==> config.mk <==
export PLATFORM = sky130hd
export DESIGN_NAME = unidade_controle_flat
export DESIGN_NICKNAME = d
export VERILOG_FILES = /design/src/rtl/unidade_controle_if.sv /design/src/rtl/unidade_controle.sv /design/src/flat_wrapper.sv
export SDC_FILE = /design/constraint.sdc
export NUM_CORES = 1
export LEC_CHECK = 0
export CAP_MARGIN = 5
export CORE_MARGIN = 2
export CORE_UTILIZATION = 48
export CTS_CLUSTER_SIZE = 28
export DETAILED_ROUTE_END_ITERATION = 8
export GPL_TIMING_DRIVEN = 1
export MAX_ROUTING_LAYER = met4
export PLACE_DENSITY_LB_ADDON = 0.12
export SETUP_SLACK_MARGIN = 0.05
export SLEW_MARGIN = 10
export SYNTH_ARGS = -nofsm -noshare
export SYNTH_HDL_FRONTEND = slang
export SYNTH_SLANG_ARGS = --single-unit
==> constraint.sdc <==
create_clock -name clock -period 4.2 [get_ports clock]
set_clock_uncertainty 0.2 [all_clocks]
set_input_delay 0.63 -clock clock [delete_from_list [all_inputs] [get_ports clock]]
set_output_delay 0.63 -clock clock [all_outputs]
set_load 0.03 [all_outputs]
==> src/rtl/unidade_controle_if.sv <==
// Bundle between the control unit and its surroundings: instruction fetch port,
// register-file/ALU control, ALU flags and the data-memory handshake.
interface unidade_controle_if #(
    parameter int bits_palavra  = 16,
    parameter int bits_controle = 5
);
    logic                     instr_req;
    logic [bits_palavra-1:0]  instr_endereco;
    logic                     instr_valido;
    logic [bits_palavra-1:0]  instrucao;
    logic [bits_controle-1:0] controle;
    logic [2:0]               sel_regA;
    logic [2:0]               sel_regB;
    logic [2:0]               sel_regDest;
    logic                     escreve_reg;
    logic [1:0]               sel_fonte;
    logic [bits_palavra-1:0]  constante;
    logic                     Z;
    logic                     C;
    logic                     N;
    logic                     O;
    logic                     mem_req;
    logic                     mem_escrita;
    logic                     mem_pronto;
    logic                     parado;

    modport master (
        output instr_req, instr_endereco, controle, sel_regA, sel_regB, sel_regDest,
               escreve_reg, sel_fonte, constante, mem_req, mem_escrita, parado,
        input  instr_valido, instrucao, Z, C, N, O, mem_pronto
    );

    modport slave (
        input  instr_req, instr_endereco, controle, sel_regA, sel_regB, sel_regDest,
               escreve_reg, sel_fonte, constante, mem_req, mem_escrita, parado,
        output instr_valido, instrucao, Z, C, N, O, mem_pronto
    );
endinterface

==> src/rtl/unidade_controle.sv <==
// Multi-cycle control unit: fetches, decodes and sequences ALU, load-constant,
// conditional-jump, load/store and halt instructions.
module unidade_controle #(
    parameter int bits_palavra  = 16,
    parameter int bits_controle = 5
) (
    input logic                clock,
    input logic                reset,
    unidade_controle_if.master bus
);
    localparam logic [2:0] BUSCA      = 3'd0;
    localparam logic [2:0] DECODIFICA = 3'd1;
    localparam logic [2:0] EXECUTA    = 3'd2;
    localparam logic [2:0] MEMORIA    = 3'd3;
    localparam logic [2:0] PARADO     = 3'd4;

    localparam logic [1:0] FMT_ULA   = 2'b00;
    localparam logic [1:0] FMT_CONST = 2'b01;
    localparam logic [1:0] FMT_SALTO = 2'b10;
    localparam logic [1:0] FMT_MEM   = 2'b11;

    localparam logic [bits_controle-1:0] CTRL_NEUTRO = bits_controle'(16);

    logic [2:0]              estado_q, estado_d;
    logic [bits_palavra-1:0] pc_q, pc_d;
    logic [bits_palavra-1:0] ir_q, ir_d;
    logic [3:0]              flags_q, flags_d;
    logic [1:0]              formato;
    logic [bits_palavra-1:0] imediato;
    logic                    condicao;
    logic                    carga_pronta;

    assign formato      = ir_q[15:14];
    assign imediato     = {{(bits_palavra-11){ir_q[10]}}, ir_q[10:0]};
    assign carga_pronta = (estado_q == MEMORIA) && bus.mem_pronto && !ir_q[13];

    // Jump conditions look at the latched flags {Z, C, N, O}, not the live ALU inputs.
    always_comb begin
        condicao = 1'b0;
        case (ir_q[13:11])
            3'b000: condicao = 1'b1;
            3'b001: condicao = flags_q[3];
            3'b010: condicao = !flags_q[3];
            3'b011: condicao = flags_q[1];
            3'b100: condicao = !flags_q[1];
            3'b101: condicao = flags_q[2];
            3'b110: condicao = flags_q[0];
            default: condicao = 1'b0;
        endcase
    end

    always_comb begin
        estado_d = estado_q;
        pc_d     = pc_q;
        ir_d     = ir_q;
        flags_d  = flags_q;
        case (estado_q)
            BUSCA: begin
                if (bus.instr_valido) begin
                    ir_d     = bus.instrucao;
                    pc_d     = pc_q + bits_palavra'(1);
                    estado_d = DECODIFICA;
                end
            end
            DECODIFICA: begin
                if (formato != FMT_MEM) begin
                    estado_d = EXECUTA;
                end else if (ir_q[12]) begin
                    estado_d = PARADO;
                end else begin
                    estado_d = MEMORIA;
                end
            end
            EXECUTA: begin
                if (formato == FMT_ULA) begin
                    flags_d = {bus.Z, bus.C, bus.N, bus.O};
                end else if (formato == FMT_SALTO && condicao) begin
                    pc_d = pc_q + imediato;
                end
                estado_d = BUSCA;
            end
            MEMORIA: begin
                if (bus.mem_pronto) begin
                    estado_d = BUSCA;
                end
            end
            PARADO: estado_d = PARADO;
            // Unused encodings fall back to fetch so a corrupted state cannot lock up.
            default: estado_d = BUSCA;
        endcase
    end

    always_ff @(posedge clock) begin
        if (reset) begin
            estado_q <= BUSCA;
            pc_q     <= '0;
            ir_q     <= '0;
            flags_q  <= '0;
        end else begin
            estado_q <= estado_d;
            pc_q     <= pc_d;
            ir_q     <= ir_d;
            flags_q  <= flags_d;
        end
    end

    // Requests and write enables are forced low while reset is held.
    always_comb begin
        bus.instr_req      = 1'b0;
        bus.instr_endereco = pc_q;
        bus.controle       = CTRL_NEUTRO;
        bus.escreve_reg    = 1'b0;
        bus.sel_fonte      = 2'b00;
        bus.mem_req        = 1'b0;
        bus.mem_escrita    = 1'b0;
        bus.parado         = 1'b0;
        bus.sel_regA       = ir_q[5:3];
        bus.sel_regB       = ir_q[2:0];
        bus.sel_regDest    = (formato == FMT_CONST) ? ir_q[13:11] : ir_q[8:6];
        bus.constante      = imediato;
        if (!reset) begin
            case (estado_q)
                BUSCA: bus.instr_req = 1'b1;
                EXECUTA: begin
                    if (formato == FMT_ULA) begin
                        bus.controle    = ir_q[13:9];
                        bus.escreve_reg = 1'b1;
                    end else if (formato == FMT_CONST) begin
                        bus.escreve_reg = 1'b1;
                        bus.sel_fonte   = 2'b01;
                    end
                end
                MEMORIA: begin
                    bus.mem_req     = 1'b1;
                    bus.mem_escrita = ir_q[13];
                    if (carga_pronta) begin
                        bus.escreve_reg = 1'b1;
                        bus.sel_fonte   = 2'b10;
                    end
                end
                PARADO: bus.parado = 1'b1;
                default: ;
            endcase
        end
    end
endmodule

==> src/flat_wrapper.sv <==
// flat-port wrapper written by rule: the top's interface ports become plain ports
module unidade_controle_flat 
#(
    parameter int bits_palavra  = 16,
    parameter int bits_controle = 5
)
  (clock, reset, bus_instr_req, bus_instr_endereco, bus_controle, bus_sel_regA, bus_sel_regB, bus_sel_regDest, bus_escreve_reg, bus_sel_fonte, bus_constante, bus_mem_req, bus_mem_escrita, bus_parado, bus_instr_valido, bus_instrucao, bus_Z, bus_C, bus_N, bus_O, bus_mem_pronto);
  unidade_controle_if #(.bits_palavra(bits_palavra), .bits_controle(bits_controle)) bus_i ();
  input logic clock;
  input logic reset;
  output wire logic [$bits(bus_i.instr_req)-1:0] bus_instr_req;
  output wire logic [$bits(bus_i.instr_endereco)-1:0] bus_instr_endereco;
  output wire logic [$bits(bus_i.controle)-1:0] bus_controle;
  output wire logic [$bits(bus_i.sel_regA)-1:0] bus_sel_regA;
  output wire logic [$bits(bus_i.sel_regB)-1:0] bus_sel_regB;
  output wire logic [$bits(bus_i.sel_regDest)-1:0] bus_sel_regDest;
  output wire logic [$bits(bus_i.escreve_reg)-1:0] bus_escreve_reg;
  output wire logic [$bits(bus_i.sel_fonte)-1:0] bus_sel_fonte;
  output wire logic [$bits(bus_i.constante)-1:0] bus_constante;
  output wire logic [$bits(bus_i.mem_req)-1:0] bus_mem_req;
  output wire logic [$bits(bus_i.mem_escrita)-1:0] bus_mem_escrita;
  output wire logic [$bits(bus_i.parado)-1:0] bus_parado;
  input wire logic [$bits(bus_i.instr_valido)-1:0] bus_instr_valido;
  input wire logic [$bits(bus_i.instrucao)-1:0] bus_instrucao;
  input wire logic [$bits(bus_i.Z)-1:0] bus_Z;
  input wire logic [$bits(bus_i.C)-1:0] bus_C;
  input wire logic [$bits(bus_i.N)-1:0] bus_N;
  input wire logic [$bits(bus_i.O)-1:0] bus_O;
  input wire logic [$bits(bus_i.mem_pronto)-1:0] bus_mem_pronto;
  assign bus_instr_req = bus_i.instr_req;
  assign bus_instr_endereco = bus_i.instr_endereco;
  assign bus_controle = bus_i.controle;
  assign bus_sel_regA = bus_i.sel_regA;
  assign bus_sel_regB = bus_i.sel_regB;
  assign bus_sel_regDest = bus_i.sel_regDest;
  assign bus_escreve_reg = bus_i.escreve_reg;
  assign bus_sel_fonte = bus_i.sel_fonte;
  assign bus_constante = bus_i.constante;
  assign bus_mem_req = bus_i.mem_req;
  assign bus_mem_escrita = bus_i.mem_escrita;
  assign bus_parado = bus_i.parado;
  assign bus_i.instr_valido = bus_instr_valido;
  assign bus_i.instrucao = bus_instrucao;
  assign bus_i.Z = bus_Z;
  assign bus_i.C = bus_C;
  assign bus_i.N = bus_N;
  assign bus_i.O = bus_O;
  assign bus_i.mem_pronto = bus_mem_pronto;
  unidade_controle #(.bits_palavra(bits_palavra), .bits_controle(bits_controle)) u_core (.clock(clock), .reset(reset), .bus(bus_i));
endmodule
==> impl_metrics.ini <==
[timing]
min_period_ns = 3.63
drv_slew = 0
relSlewSlack_pct = 40.7
finalHoldViolCount = 0
tns_ns = 0
rsz0062_at_grt = no
setup_violations = 0
worst_pin_slew_ns = 0.887
fmaxAchievable_mhz = 276
period_share_pct = 86.4

[placed_design]
place_area_um2 = 3200
dp_hpwl_um = 4600
io_buffers = 76
routabilityCongestion = 0.865

[detailed_routing]
vias = 2348
wl_per_cell_um = 14.5
ant_nets = 0
drt_iter0_drc = 117
avgViaCountPerCell = 5.42
dr.pass1.iters = 4
wl_um = 6280
drc = 0

[yosys]
ys_warn_count = 0
synth-seq-cells = 39
synthCells = 318
synth_cell_types = 62
synth.most_common_cell = nand2_1
synthTopCellsByCount = nand2_1 (50), dfxtp_1 (39), a21oi_1 (33), buf_4 (22)
avgSynthCellArea_um2 = 8.09
netlist.top_cell.by_area = dfxtp_1
ys_seq_area_share_pct = 30.4
synth_edf_count = 0
syn_nets = 353
synthArstFlopShare_pct = 0
yosysTopAreaCellShare_pct = 30.4
ys.flop_type = dfxtp_1
synth_area_leaders = dfxtp_1 (30%), nand2_1 (7.3%), a21oi_1 (6.4%)
syn_area_um2 = 2570

[grt]
grt_max_degree = 47
track_usage_pct = 22.5
antenna_found_initial = 0
grt_pass1_vias = 2257
gr-total-overflow = 0
grt_pass1_wl_um = 10700

[power_and_ir_drop]
swShare_pct = 30.4
intPower_mw = 0.588
p_leak_nw = 1.30
ir_worst_vdd_mv = 0.169
p_switching_mw = 0.256
seqPwrFrac_pct = 48.5
power_frac_clock_pct = 28.9
combPwrFrac_pct = 22.6
powerDensity_nw_per_um2 = 257

[floorplan]
initial_core_util_pct = 50.0
die_w_um = 77.2
fp.coreArea_um2 = 5140
chipHeight_um = 77.2
die_area_um2 = 5960
ioPinCount = 77
std_cell_rows = 26

[layout]
nets = 397
seq_area_um2 = 781
multi_input_area_um2 = 1530
drive_gt1_share_pct = 7.16
fin_util_pct = 63.8
antenna_cells = 0
area_growth_pct = 27.5
finalInstanceArea_um2 = 3280
nFillCells = 492

[clock_network]
cts_root_buf = clkbuf_8
cts_setup_buffers = 0
cts_resized = 0
cts_num_sinks = 39
cts.clk_slew.worst_paths_ns = 0.08
cts_tree = yes
cts.path.max_buffers = 2
cts_hold_buf = 0
clock_latency_ns = 0.28
cts_made_buffers = 5
htree_levels = 2

[worst_setup_path]
crit_type = flip-flop to primary output
critPathTopFamily = simple AND/OR/NAND/NOR gates
worstSetupStartpointType = flip-flop
end_kind = primary output
worst-path-buf-inv = 1
worstPathArrival_ns = 2.80
path_cells = or3b_1, or3_1, nor2_1, and2_1, clkdlybuf4s50_1
slowest_stage = clkdlybuf4s50_1
crit_fanout = 13
worst_ep_required_time_ns = 3.37
max_stage_delay_ns = 0.67

[hold_path]
worstHoldPathType = flip-flop to flip-flop

[job]
cap_violations = 0

[run_status]
outcome = completed
==> final timing paths <==
path              slack, ns                             to                          from  depth (start not counted)
setup / recovery       0.57                bus_controle[1]            u_core.estado_q[1]                          5
hold / removal         0.28   u_core.bus.instr_endereco[8]  u_core.bus.instr_endereco[8]                          2
setup reg to reg       0.67  u_core.bus.instr_endereco[10]            u_core.estado_q[1]                         11
hold reg to reg        0.28   u_core.bus.instr_endereco[8]  u_core.bus.instr_endereco[8]                          2
==> flip-flops by register name, summed over array words and instances, names as in the netlist <==
name,flops
u_core.ir_q,16
u_core.estado_q,3
u_core.flags_q,4
u_core.bus.instr_endereco,16
==> area by class of cell <==
cell class,instances,area share [%]
clock inverters,1,0.153
inverters,3,0.343
repair buffers,80,24.1
flip-flops and latches,39,23.8
clock buffers,7,2.33
well taps,70,2.67
multi-input cells,233,46.6
==> worst min-delay path: cells and delay by family, from the launching register on <==
family	cells	cell delay, ns
AOI/OAI and AO/OA	1	0.05
DFF	1	0.33
and+or+nand+nor	1	0.06
==> metal layers <==
layer / track usage, % / routed length [µm]
met5: - / 0
met4: 8.04 / 130
met2: 33.8 / 2890
met3: 5.29 / 364
met1: 29.6 / 2890
==> layout by cell type, fill, tap and decap left out, types with 2 or more instances in the layout <==
| cell type | Yosys | final |
|---|---|---|
| nand3b_1 | 3 | 3 |
| clkdlybuf4s50_1 | 0 | 76 |
| ha_1 | 10 | 10 |
| or3_1 | 6 | 6 |
| nand2b_1 | 2 | 2 |
| mux2_2 | 5 | 5 |
| nor3_1 | 5 | 5 |
| mux2i_1 | 10 | 10 |
| nor2b_1 | 8 | 8 |
| nand2_1 | 50 | 50 |
| or4_1 | 2 | 2 |
| a21o_1 | 4 | 4 |
| clkbuf_8 | 0 | 5 |
| nand3_1 | 4 | 4 |
| a311oi_1 | 2 | 2 |
| o21a_1 | 4 | 4 |
| buf_4 | 22 | 4 |
| xnor2_1 | 7 | 7 |
| and2_1 | 15 | 15 |
| clkbuf_1 | 14 | 2 |
| inv_1 | 3 | 3 |
| a21oi_1 | 33 | 33 |
| nor2_1 | 15 | 15 |
| dfxtp_1 | 39 | 39 |
| o21ai_0 | 8 | 8 |
| o31ai_1 | 2 | 2 |
| a211oi_1 | 2 | 2 |
==> metrics by stage <==
stage	setup WS, ns	power (mW)	hold WS [ns]	std cells
6_report	0.571	0.844	0.277	433
4_1_cts	0.589	0.854	0.278	433
3_3_place_gp	0.815	0.606	0.262	425
3_5_place_dp	0.747	0.609	0.267	425
2_1_floorplan	0.994	0.544	0.254	318
5_1_grt	0.367	0.893	0.299	433
==> power by group through the flow <==
stage               clock [mW]  sequential, mW  combinational (mW)
floorplan                    0           0.416               0.128
global placement             0           0.417               0.190
detailed placement           0           0.418               0.191
CTS                      0.253           0.409               0.192
global route             0.274           0.413               0.206
finish                   0.244           0.409               0.191
==> cell families (layout without fill, tap and decap cells) <==
family                   after synthesis  after routing  synth area share [%]
flip-flops                            39             39                  30.4
AO/OA/AOI/OAI                         71             71                  18.4
multiplexers                          16             16                  6.52
adder cells (fa/ha/maj)               11             11                  5.64
AND/OR/NAND/NOR                      127            127                  25.8
XOR/XNOR                               8              8                  2.72
buffers and inverters                 46             91                  10.5
No activity file was read; power rests on OpenSTA's default activity.
